File: src/rtl/ctrl_pkg.sv
// Shared encodings and control bundles for the ctrl_pipeline slice.
// CTRL_BL_LINK_EN adds the link bit to the bundles that carry it.
package ctrl_pkg;

  localparam logic [1:0] OP_DP  = 2'b00;
  localparam logic [1:0] OP_MEM = 2'b01;
  localparam logic [1:0] OP_BR  = 2'b10;
  localparam logic [1:0] OP_UND = 2'b11;

  localparam logic [3:0] CMD_AND = 4'b0000;
  localparam logic [3:0] CMD_SUB = 4'b0010;
  localparam logic [3:0] CMD_ADD = 4'b0100;
  localparam logic [3:0] CMD_ORR = 4'b1100;
  localparam logic [3:0] CMD_MOV = 4'b1101;
  localparam logic [3:0] CMD_CMP = 4'b1010;

  localparam logic [3:0] COND_EQ = 4'b0000;
  localparam logic [3:0] COND_NE = 4'b0001;
  localparam logic [3:0] COND_CS = 4'b0010;
  localparam logic [3:0] COND_CC = 4'b0011;
  localparam logic [3:0] COND_MI = 4'b0100;
  localparam logic [3:0] COND_PL = 4'b0101;
  localparam logic [3:0] COND_VS = 4'b0110;
  localparam logic [3:0] COND_VC = 4'b0111;
  localparam logic [3:0] COND_HI = 4'b1000;
  localparam logic [3:0] COND_LS = 4'b1001;
  localparam logic [3:0] COND_GE = 4'b1010;
  localparam logic [3:0] COND_LT = 4'b1011;
  localparam logic [3:0] COND_GT = 4'b1100;
  localparam logic [3:0] COND_LE = 4'b1101;
  localparam logic [3:0] COND_AL = 4'b1110;

  localparam logic [1:0] IMM_DP  = 2'b00;
  localparam logic [1:0] IMM_MEM = 2'b01;
  localparam logic [1:0] IMM_BR  = 2'b10;

  localparam logic [1:0] SH_LSL = 2'b00;
  localparam logic [1:0] SH_LSR = 2'b01;
  localparam logic [1:0] SH_ASR = 2'b10;
  localparam logic [1:0] SH_ROR = 2'b11;

  // Decode-to-execute bundle
  typedef struct packed {
    logic [3:0] cond;
    logic       reg_write;
    logic       mem_write;
    logic       memto_reg;
    logic       alu_src;
    logic [3:0] alu_control;
    logic [1:0] sh_control;
    logic [4:0] shamt;
    logic       flag_write;
    logic       branch;
    logic       pc_src;
`ifdef CTRL_BL_LINK_EN
    logic       link;
`endif
  } ctrl_t;

  // Execute-to-memory bundle (already condition-gated)
  typedef struct packed {
    logic reg_write;
    logic mem_write;
    logic memto_reg;
    logic pc_src;
`ifdef CTRL_BL_LINK_EN
    logic link;
`endif
  } mem_ctrl_t;

  // Memory-to-write-back bundle
  typedef struct packed {
    logic reg_write;
    logic memto_reg;
    logic pc_src;
`ifdef CTRL_BL_LINK_EN
    logic link;
`endif
  } wb_ctrl_t;

  // Flushed slot: no controls, condition AL
  function automatic ctrl_t ctrl_nop();
    ctrl_t c;
    c      = '0;
    c.cond = COND_AL;
    return c;
  endfunction

endpackage

File: src/rtl/ctrl_pipeline_if.sv
// Instruction/flag inputs and stage control outputs of ctrl_pipeline.
// master drives the decode side; slave is the pipeline itself.
interface ctrl_pipeline_if;
  logic [31:0] InstrD;
  logic [3:0]  ALUFlags;
  logic        FlushE;

  logic [1:0]  RegSrcD;
  logic [1:0]  ImmSrcD;

  logic        AluSrcE;
  logic [3:0]  AluControlE;
  logic [1:0]  sh_control;
  logic [4:0]  shamt;
  logic        BranchTakenE;
  logic        MemtoRegE;

  logic        MemWriteM;
  logic        RegWriteM;

  logic        RegWriteW;
  logic        MemtoRegW;
  logic        PCSrcW;
  logic        WA3_mux;
  logic        WD3_mux;

  modport master (
    output InstrD, ALUFlags, FlushE,
    input  RegSrcD, ImmSrcD,
    input  AluSrcE, AluControlE, sh_control, shamt, BranchTakenE, MemtoRegE,
    input  MemWriteM, RegWriteM,
    input  RegWriteW, MemtoRegW, PCSrcW, WA3_mux, WD3_mux
  );

  modport slave (
    input  InstrD, ALUFlags, FlushE,
    output RegSrcD, ImmSrcD,
    output AluSrcE, AluControlE, sh_control, shamt, BranchTakenE, MemtoRegE,
    output MemWriteM, RegWriteM,
    output RegWriteW, MemtoRegW, PCSrcW, WA3_mux, WD3_mux
  );
endinterface

File: src/rtl/cond_unit.sv
// Condition-code evaluator: cond against {N,Z,C,V}; 1111 never executes.
module cond_unit
  import ctrl_pkg::*;
(
  input  logic [3:0] cond,
  input  logic [3:0] flags,
  output logic       cond_ex
);
  logic n, z, c, v;
  assign {n, z, c, v} = flags;

  always_comb begin
    cond_ex = 1'b0;
    case (cond)
      COND_EQ: cond_ex = z;
      COND_NE: cond_ex = ~z;
      COND_CS: cond_ex = c;
      COND_CC: cond_ex = ~c;
      COND_MI: cond_ex = n;
      COND_PL: cond_ex = ~n;
      COND_VS: cond_ex = v;
      COND_VC: cond_ex = ~v;
      COND_HI: cond_ex = c & ~z;
      COND_LS: cond_ex = ~c | z;
      COND_GE: cond_ex = (n == v);
      COND_LT: cond_ex = (n != v);
      COND_GT: cond_ex = ~z & (n == v);
      COND_LE: cond_ex = z | (n != v);
      COND_AL: cond_ex = 1'b1;
      default: cond_ex = 1'b0;
    endcase
  end
endmodule

File: src/rtl/ctrl_pipeline.sv
// Four-stage control path: decode, condition-gated execute, M and W registers.
// Define CTRL_BL_LINK_EN to make taken BL write the link register in W.
module ctrl_pipeline
  import ctrl_pkg::*;
(
  input  logic           clk,
  input  logic           reset,
  ctrl_pipeline_if.slave bus
);
  ctrl_t      dec, ctrl_e;
  mem_ctrl_t  mem_nxt, ctrl_m;
  wb_ctrl_t   ctrl_w;
  logic [1:0] reg_src_d, imm_src_d;
  logic [3:0] flags;
  logic       cond_ex;
  logic [1:0] op;
  logic [3:0] cmd;
  logic       unused_instr;

  assign op           = bus.InstrD[27:26];
  assign cmd          = bus.InstrD[24:21];
  assign unused_instr = ^{bus.InstrD[19:16], bus.InstrD[4:0]};

  always_comb begin
    dec       = '0;
    reg_src_d = 2'b00;
    imm_src_d = IMM_DP;
    dec.cond  = bus.InstrD[31:28];
    case (op)
      OP_DP: begin
        dec.alu_src     = bus.InstrD[25];
        dec.reg_write   = (cmd != CMD_CMP);
        dec.flag_write  = bus.InstrD[20] | (cmd == CMD_CMP);
        dec.alu_control = (cmd == CMD_CMP) ? CMD_SUB : cmd;
        if (bus.InstrD[25]) begin
          dec.sh_control = SH_ROR;
          dec.shamt      = {bus.InstrD[11:8], 1'b0};
        end else begin
          dec.sh_control = bus.InstrD[6:5];
          dec.shamt      = bus.InstrD[11:7];
        end
      end
      OP_MEM: begin
        dec.alu_src     = 1'b1;
        dec.alu_control = CMD_ADD;
        imm_src_d       = IMM_MEM;
        if (bus.InstrD[20]) begin
          dec.memto_reg = 1'b1;
          dec.reg_write = 1'b1;
        end else begin
          dec.mem_write = 1'b1;
          reg_src_d[1]  = 1'b1;
        end
      end
      OP_BR: begin
        dec.alu_src     = 1'b1;
        dec.alu_control = CMD_ADD;
        dec.branch      = 1'b1;
        imm_src_d       = IMM_BR;
        reg_src_d[0]    = 1'b1;
`ifdef CTRL_BL_LINK_EN
        dec.link        = bus.InstrD[24];
`endif
      end
      default: ;  // undefined class decodes as NOP
    endcase
    dec.pc_src = dec.reg_write & (bus.InstrD[15:12] == 4'hF);
  end

  assign bus.RegSrcD = reg_src_d;
  assign bus.ImmSrcD = imm_src_d;

  // Condition reads the registered flags, so a same-cycle update is not seen
  cond_unit u_cond (
    .cond    (ctrl_e.cond),
    .flags   (flags),
    .cond_ex (cond_ex)
  );

  always_comb begin
    mem_nxt           = '0;
    mem_nxt.reg_write = ctrl_e.reg_write & cond_ex;
    mem_nxt.mem_write = ctrl_e.mem_write & cond_ex;
    mem_nxt.memto_reg = ctrl_e.memto_reg;
    mem_nxt.pc_src    = ctrl_e.pc_src & cond_ex;
`ifdef CTRL_BL_LINK_EN
    mem_nxt.link      = ctrl_e.link & ctrl_e.branch & cond_ex;
`endif
  end

  always_ff @(posedge clk) begin
    if (reset) begin
      ctrl_e <= '0;
      ctrl_m <= '0;
      ctrl_w <= '0;
      flags  <= '0;
    end else begin
      ctrl_e           <= bus.FlushE ? ctrl_nop() : dec;
      ctrl_m           <= mem_nxt;
      ctrl_w.reg_write <= ctrl_m.reg_write;
      ctrl_w.memto_reg <= ctrl_m.memto_reg;
      ctrl_w.pc_src    <= ctrl_m.pc_src;
`ifdef CTRL_BL_LINK_EN
      ctrl_w.link      <= ctrl_m.link;
`endif
      if (ctrl_e.flag_write & cond_ex) flags <= bus.ALUFlags;
    end
  end

  assign bus.AluSrcE      = ctrl_e.alu_src;
  assign bus.AluControlE  = ctrl_e.alu_control;
  assign bus.sh_control   = ctrl_e.sh_control;
  assign bus.shamt        = ctrl_e.shamt;
  assign bus.MemtoRegE    = ctrl_e.memto_reg;
  assign bus.BranchTakenE = ctrl_e.branch & cond_ex;

  assign bus.MemWriteM = ctrl_m.mem_write;
  assign bus.RegWriteM = ctrl_m.reg_write;

  assign bus.MemtoRegW = ctrl_w.memto_reg;
  assign bus.PCSrcW    = ctrl_w.pc_src;
`ifdef CTRL_BL_LINK_EN
  assign bus.RegWriteW = ctrl_w.reg_write | ctrl_w.link;
  assign bus.WA3_mux   = ctrl_w.link;
  assign bus.WD3_mux   = ctrl_w.link;
`else
  assign bus.RegWriteW = ctrl_w.reg_write;
  assign bus.WA3_mux   = 1'b0;
  assign bus.WD3_mux   = 1'b0;
`endif
endmodule

File: src/flat_wrapper.sv
// flat-port wrapper written by rule: the top's interface ports become plain ports
module ctrl_pipeline_flat import ctrl_pkg::*;
  (clk, reset, bus_InstrD, bus_ALUFlags, bus_FlushE, bus_RegSrcD, bus_ImmSrcD, bus_AluSrcE, bus_AluControlE, bus_sh_control, bus_shamt, bus_BranchTakenE, bus_MemtoRegE, bus_MemWriteM, bus_RegWriteM, bus_RegWriteW, bus_MemtoRegW, bus_PCSrcW, bus_WA3_mux, bus_WD3_mux);
  ctrl_pipeline_if bus_i ();
  input  logic clk;
  input  logic reset;
  input wire logic [$bits(bus_i.InstrD)-1:0] bus_InstrD;
  input wire logic [$bits(bus_i.ALUFlags)-1:0] bus_ALUFlags;
  input wire logic [$bits(bus_i.FlushE)-1:0] bus_FlushE;
  output wire logic [$bits(bus_i.RegSrcD)-1:0] bus_RegSrcD;
  output wire logic [$bits(bus_i.ImmSrcD)-1:0] bus_ImmSrcD;
  output wire logic [$bits(bus_i.AluSrcE)-1:0] bus_AluSrcE;
  output wire logic [$bits(bus_i.AluControlE)-1:0] bus_AluControlE;
  output wire logic [$bits(bus_i.sh_control)-1:0] bus_sh_control;
  output wire logic [$bits(bus_i.shamt)-1:0] bus_shamt;
  output wire logic [$bits(bus_i.BranchTakenE)-1:0] bus_BranchTakenE;
  output wire logic [$bits(bus_i.MemtoRegE)-1:0] bus_MemtoRegE;
  output wire logic [$bits(bus_i.MemWriteM)-1:0] bus_MemWriteM;
  output wire logic [$bits(bus_i.RegWriteM)-1:0] bus_RegWriteM;
  output wire logic [$bits(bus_i.RegWriteW)-1:0] bus_RegWriteW;
  output wire logic [$bits(bus_i.MemtoRegW)-1:0] bus_MemtoRegW;
  output wire logic [$bits(bus_i.PCSrcW)-1:0] bus_PCSrcW;
  output wire logic [$bits(bus_i.WA3_mux)-1:0] bus_WA3_mux;
  output wire logic [$bits(bus_i.WD3_mux)-1:0] bus_WD3_mux;
  assign bus_i.InstrD = bus_InstrD;
  assign bus_i.ALUFlags = bus_ALUFlags;
  assign bus_i.FlushE = bus_FlushE;
  assign bus_RegSrcD = bus_i.RegSrcD;
  assign bus_ImmSrcD = bus_i.ImmSrcD;
  assign bus_AluSrcE = bus_i.AluSrcE;
  assign bus_AluControlE = bus_i.AluControlE;
  assign bus_sh_control = bus_i.sh_control;
  assign bus_shamt = bus_i.shamt;
  assign bus_BranchTakenE = bus_i.BranchTakenE;
  assign bus_MemtoRegE = bus_i.MemtoRegE;
  assign bus_MemWriteM = bus_i.MemWriteM;
  assign bus_RegWriteM = bus_i.RegWriteM;
  assign bus_RegWriteW = bus_i.RegWriteW;
  assign bus_MemtoRegW = bus_i.MemtoRegW;
  assign bus_PCSrcW = bus_i.PCSrcW;
  assign bus_WA3_mux = bus_i.WA3_mux;
  assign bus_WD3_mux = bus_i.WD3_mux;
  ctrl_pipeline u_core (.clk(clk), .reset(reset), .bus(bus_i));
endmodule
File: config.mk
export PLATFORM = sky130hd
export DESIGN_NAME = ctrl_pipeline_flat
export DESIGN_NICKNAME = d
export VERILOG_FILES = /design/src/rtl/ctrl_pkg.sv /design/src/rtl/ctrl_pipeline_if.sv /design/src/rtl/cond_unit.sv /design/src/rtl/ctrl_pipeline.sv /design/src/flat_wrapper.sv
export SDC_FILE = /design/constraint.sdc
export NUM_CORES = 1
export LEC_CHECK = 0
export CAP_MARGIN = 15
export CORE_ASPECT_RATIO = 1.1
export CORE_MARGIN = 1.5
export CORE_UTILIZATION = 40
export CTS_BUF_LIST = sky130_fd_sc_hd__clkbuf_4
export DETAILED_ROUTE_END_ITERATION = 10
export DONT_BUFFER_PORTS = 1
export PLACE_DENSITY = 0.55
export SLEW_MARGIN = 20
export SYNTH_ARGS = -nofsm -noshare
export SYNTH_HDL_FRONTEND = slang
export SYNTH_HIERARCHICAL = 1
export SYNTH_SLANG_ARGS = --single-unit
export TNS_END_PERCENT = 50
File: constraint.sdc
create_clock -name clk -period 1.6 [get_ports clk]
set_input_delay 0.16 -clock clk [delete_from_list [all_inputs] [get_ports clk]]
set_output_delay 0.16 -clock clk [all_outputs]
set_load 0.01 [all_outputs]
**After elaboration in Yosys (flattened, before gate mapping)**

Index checks and enable logic that the tools add are counted.

- Register bits: 33
- Bits in latches: 0
- RAM bits: 0
- Memory bits (read-only): 0
- Output and inout port bits: 25
- Logic and storage cells: 79
- Memories: 0

- Add/subtract/negate cells: 0
- Multipliers: 0
- Div/mod/pow operators: 0
- Magnitude comparators: 0
- Equal/unequal tests: 21
- Shifts and indexed selects: 0
- Muxes and demuxes: 13
- Bitwise gates (word level): 17
- Reduce and logical (&&, ||, !) cells: 7

Operators with widths:

| kind | number |
|---|---|
| 4-bit == test, second input constant | 9 |
| 22-bit two-way mux | 1 |
| 4-bit by 3-bit == test with 1-bit output, second input constant | 4 |
| 1-bit case mux with 15 select lines | 1 |
| 5-bit case mux with 2 select lines | 1 |
| 1-bit bitwise AND | 8 |
| 4-bit by 2-bit == test with 1-bit output, second input constant | 2 |
| 8-bit two-way mux | 1 |
| 7-bit two-way mux | 1 |
| 1-bit inverter | 6 |
| 3-bit OR reduction | 2 |
| 4-bit by 1-bit == test with 1-bit output, second input constant | 1 |
| 4-bit zero test | 1 |
| 1-bit two-way mux | 4 |
| 4-bit two-way mux | 1 |
| 4-bit != test, second input constant | 1 |
| 2-bit case mux with 2 select lines | 1 |
| 2-bit OR reduction | 2 |
| 4-bit OR reduction | 1 |
| 1-bit OR | 3 |
| 2-bit by 1-bit == test with 1-bit output, second input constant | 1 |
| 2-bit == test, second input constant | 1 |
| 2-bit zero test | 1 |
| 2-bit two-way mux | 1 |
| other kinds (3) | 3 |

**Depth between registers and ports, before layout**

- Depth in word-level cells: 4
- Depth in mapped cells: 8
- Depth with buffers taken out: 7

**Hierarchy**

Netlist, hierarchy kept.

Modules (own cells, without submodules):

| module | times used | cells an instance | area each (um^2) | sequential area each (um^2) |
|---|---|---|---|---|
| ctrl_pipeline | 1 | 116 | 1,208.7 | 660.6 |
| cond_unit | 1 | 28 | 193.9 | 0.0 |

**Worst setup path after synthesis**

Ideal clock, no wire load.

- Path kind: register to register
- From: reg u_core/ctrl_e[20] in the netlist's numbering
- To: reg u_core.ctrl_m, in the netlist u_core/bus.MemWriteM
- Library setup time: 115 ps
- Arrival: 1,583 ps
- Required time: 1,485 ps
- Path slack: -98 ps
- Cell stages (with the launch flop): 7
- Path buffers: 0
- Clock period less this slack: 1,698 ps
- Path through: dfxtp_1 mux2_4 a21oi_1 o211ai_1 a211o_1 nor2b_1 and2_1

- Cells in the longest elaborated chain, start to end: 3
- Elaborated cells between the ends (all ways): 17
- Those cells by class: eq/ne: 14; mux: 1; bitwise: 1; reduce/logical: 1

Ends and longest elaborated chain:

| element | RTL line | source |
|---|---|---|
| start: declaration | ctrl_pipeline.sv:10 | `ctrl_t dec, ctrl_e;` |
| start signal: assignment | ctrl_pipeline.sv:98 | `ctrl_e <= bus.FlushE ? ctrl_nop() : dec;` |
| 4-bit == test (tied with other cells) | cond_unit.sv:14 | `case (cond)` |
| 1-bit case mux with 15 select lines * | cond_unit.sv:14 |  |
| named net u_core.cond_ex | ctrl_pipeline.sv:15 | `logic cond_ex;` |
| 1-bit bitwise AND * | ctrl_pipeline.sv:83 | `mem_nxt.mem_write = ctrl_e.mem_write & cond_ex;` |
| end signal: assignment | ctrl_pipeline.sv:99 | `ctrl_m <= mem_nxt;` |
| end: declaration | ctrl_pipeline.sv:11 | `mem_ctrl_t mem_nxt, ctrl_m;` |

Mark *: on every way through the listed nets, which the timed path passes. The rest lies on a longest branch.
A chain may end at the register's enable or synchronous reset.

**Worst setup path in the final report**

- From: reg u_core.flags[0]
- To: out bus_BranchTakenE

- Cells in the longest elaborated chain, start to end: 4
- Elaborated cells between the ends (all ways): 7
- Those cells by class: eq/ne: 2; mux: 1; bitwise: 4

Ends and longest elaborated chain:

| element | RTL line | source |
|---|---|---|
| start: declaration | ctrl_pipeline.sv:14 | `logic [3:0] flags;` |
| start signal: assignment | ctrl_pipeline.sv:106 | `if (ctrl_e.flag_write & cond_ex) flags <= bus.ALUFlags;` |
| 1-bit != test or 1-bit == test (tied branches) | n/a |  |
| 1-bit OR or 1-bit bitwise AND (tied branches) | cond_unit.sv:28, cond_unit.sv:27 |  |
| 1-bit case mux with 15 select lines * | cond_unit.sv:14 |  |
| named net u_core.cond_ex | ctrl_pipeline.sv:15 |  |
| 1-bit bitwise AND * | ctrl_pipeline.sv:115 | `assign bus.BranchTakenE = ctrl_e.branch & cond_ex;` |
| end: declaration | flat_wrapper.sv:16 | `output wire logic [$bits(bus_i.BranchTakenE)-1:0] bus_BranchTakenE;` |

Marked as above.

==> metrics.md <==
| Metric | Value |
|---|---|
| Clk pwr share | `0.294` |
| DRC | `0` |
| Slew @ Worst Pin | `0.499 ns` |
| Starting Density | `0.418` |
| Worst-path clk slew | `0.10 ns` |
| Setup slack, reg-to-reg | `-0.23 ns` |
| Gr usage total | `0.161` |
| Final wirelength | `2.75 mm` |
| Post-Syn Area | `1400 µm²` |
| Max Slew Vio Count | `0` |
| Origin of the critical flop-to-flop path | `u_core/flags[0]` |
| Worst R2R Path Depth | `8` |
| Peak supply drop | `700 µV` |
| Register bit total from synthesis | `33` |
| First drt pass iteration count | `4` |
| Critical path's top delay family | `compound AO/OA/AOI/OAI gates` |
| Setup Total Neg Slack | `-1.71 ns` |
| Clock Skew | `0.00786 ns` |
| I/O pin count | `64` |
| Status | `finished, violations left` |
| Register area share after synthesis | `0.471` |
| P_int | `1.09 mW` |
| Post-route minimum period | `1.90 ns` |
| Metal2 WL | `1.48 mm` |
| CP arrival | `1.74 ns` |
| Final setup vio count | `8` |
| Commonest non-fill, non-tap cell in the layout | `dfxtp_1` |
| CP Max Fanout | `3` |
| CTS HTree Levels | `2` |
| Most used cell, CP | `a211o_1` |
| Worst Hold Path EP | `u_core/bus.RegWriteM` |
| Final nets | `209` |
| Critical path depth | `5` |
| Drt wl/cell | `12.8 µm` |
| Switching fraction of total power | `0.243` |
| Final worst path period share | `1.19` |
| Post-Syn Area per Cell | `9.74 µm²` |
| Die H | `65.1 µm` |
| Largest net degree at the start of global routing | `14` |
| Slew HR | `0.666` |
| Most frequent cells in the layout | `dfxtp_1, dlygate4sd3_1, nor2_1` |
| Register area | `676 µm²` |
| Cell area power density | `832 nW/µm²` |
| Die width | `59.5 µm` |
| Fmax | `0.527 GHz` |
| CTS Buf Count | `5` |
| CP required | `1.44 ns` |
| Final ANT Viol Nets | `0` |
| Area of the multi-input gates | `637 µm²` |
| GRT overflow | `0` |
| Buf/Inv on CP | `0` |
| Die area | `3870 µm²` |
| Routed vias | `1025` |
| Vias in the first global route | `1021` |
| Failing checks | `negative setup slack` |
| Leak Pwr | `0.707 nW` |
| CP cell instances | `xnor2_4 > o22ai_1 > a211o_1 > a211o_1 > and2_4` |
| Worst path slowest cell | `dfxtp_4` |
| WL met3 | `202 µm` |
| Hold Fails Final Rpt | `0` |
| CTS tree | `yes` |
| Root Driver | `clkbuf_4` |
| Share of cells above drive strength 1 | `0.229` |
| Kind of critical path | `reg2out` |
| Min-delay src | `reset` |
| PortBufs | `0` |
| Post-DP HPWL | `1.90 mm` |
| Clock sinks | `33` |
| Synth warn | `6` |
| Pre-CTS WS | `-0.116 ns` |
| Final worst slack | `-0.298 ns` |
| Mapped Cells | `144` |
| Global-route wire length before repair | `4.57 mm` |
| Reg2reg end | `u_core/flags[0]` |
| Core box area | `3360 µm²` |
| CP startpoint kind | `register` |
| Crit. End Element | `output port` |
| Hold Path Class | `in2reg` |
| DR top layer | `met4` |
| Routability Congestion | `0.724` |
| Worst skew pair latency | `0.32 ns` |
| Filler Cell Count | `338` |
| Max Buffers Root-to-Sink | `2` |
| Library cells used by synthesis | `38` |
| MaxCap Viol Count | `0` |
| Combinational Power Share | `0.111` |
| Switch Pwr | `0.349 mW` |
| Row count | `22` |
| M1 wire length | `1.04 mm` |
| Hold depth | `2` |
| Unrepaired setup endpoints after global routing | `yes` |
| DR vias/cell | `4.79` |
| Antenna diodes | `0` |
| Initial antenna violation count | `0` |
| DR iter-0 viols | `16` |
| Highest cell delay on the worst timing path | `0.37 ns` |
| Synth-to-layout area growth | `23.0%` |
| Sequential power share | `0.595` |
## worst register-to-register path, delay by kind of cell (launching register included)
family / cells / cell delay, ns
compound gates: 4 / 0.75
flops: 1 / 0.37
buf+inv: 2 / 0.30
xor+xnor: 1 / 0.19
simple gates: 1 / 0.08
## metal layers
metal  up-vias  track usage
met1       475        0.166
met3         4       0.0768
li1        511            -
met2        35        0.284
met5         -            0
met4         0       0.0426
## kinds of logic after synthesis
group / synth area share
multiplexers: 0.0107
XOR/XNOR: 0.0178
AND/OR/NAND/NOR: 0.269
buffers and inverters: 0.103
flip-flops: 0.471
other: 0.00267
adder cells (fa/ha/maj): 0.0446
AO/OA/AOI/OAI: 0.0821
## power by group through the flow
stage	sequential (mW)	clock (mW)	combinational, mW
floorplan	0.866	0	0.104
global placement	0.876	0	0.0981
detailed placement	0.876	0	0.101
CTS	0.855	0.434	0.159
global route	0.858	0.475	0.176
finish	0.854	0.421	0.160
## sequential cells by signal, indices dropped and copies added, names as in the netlist
name,flops
u_core/bus.AluControlE,4
u_core/flags,4
u_core/bus.MemWriteM,1
u_core/ctrl_m,2
u_core/bus.shamt,5
u_core/bus.MemtoRegE,1
u_core/ctrl_e,9
u_core/bus.RegWriteW,1
u_core/bus.RegWriteM,1
u_core/bus.PCSrcW,1
u_core/bus.AluSrcE,1
u_core/bus.sh_control,2
u_core/bus.MemtoRegW,1
## worst max path at each step
stage / start / end
CTS: u_core/ctrl_e[20] / bus_BranchTakenE
floorplan: u_core/flags[0] / u_core/bus.MemWriteM
finish: u_core/flags[0] / bus_BranchTakenE
global placement: u_core/flags[3] / u_core/flags[0]
detailed placement: u_core/ctrl_e[20] / u_core/flags[3]
global route: u_core/flags[0] / bus_BranchTakenE
## cell usage after synthesis, drive strengths merged
cell,instances,share of area
and4,1,0.0062
nor3b,4,0.032
ha,5,0.045
dfxtp,33,0.47
nand2b,2,0.0089
a21oi,9,0.032
o31ai,1,0.0054
a211o,2,0.012
o21a,1,0.0054
or2,1,0.0045
or3b,1,0.0062
nor2,16,0.048
a221oi,1,0.0062
o22ai,1,0.0045
xnor2,1,0.012
nand2,7,0.019
mux2,1,0.011
inv,2,0.0054
clkbuf,2,0.0054
nor4,2,0.0089
and3,5,0.026
xor2,1,0.0062
a22oi,1,0.0054
conb,1,0.0027
or2b,1,0.0054
and4bb,1,0.0089
and2,8,0.036
and3b,1,0.0062
nor3,2,0.0071
nand3,4,0.014
o211ai,2,0.011
nor2b,7,0.031
buf,17,0.092
## timing repair
| item | in CTS | in global routing |
|---|---|---|
| endpoints found under the hold margin | 25 | 0 |
| endpoints found under the setup margin | 8 | 8 |
| hold buffers | 22 | 0 |
| buffers inserted | 2 | 0 |
| pin swaps | 1 | 1 |
| gates resized for setup | 5 | 2 |
## cell type report
| cell class | count | share of cell area |
|---|---|---|
| clock buffer | 5 | 0.0218 |
| clock inverter | 3 | 0.00725 |
| inverter | 2 | 0.00435 |
| multi-input combinational | 91 | 0.369 |
| sequential | 33 | 0.392 |
| tap | 48 | 0.0348 |
| timing repair buffer | 32 | 0.171 |
## stage by stage
stage	utilization	hold WS, ns	total power [mW]	instance area (µm²)	cells
2_1_floorplan	-	0.231	0.970	1450	145
3_3_place_gp	0.424	0.227	0.974	1420	182
4_1_cts	0.513	0.00745	1.45	1720	214
6_report	0.514	0.0256	1.44	1730	214
3_5_place_dp	0.424	0.230	0.977	1420	182
5_1_grt	0.514	0.000667	1.51	1730	214
Power figures use the tool's default switching activity.
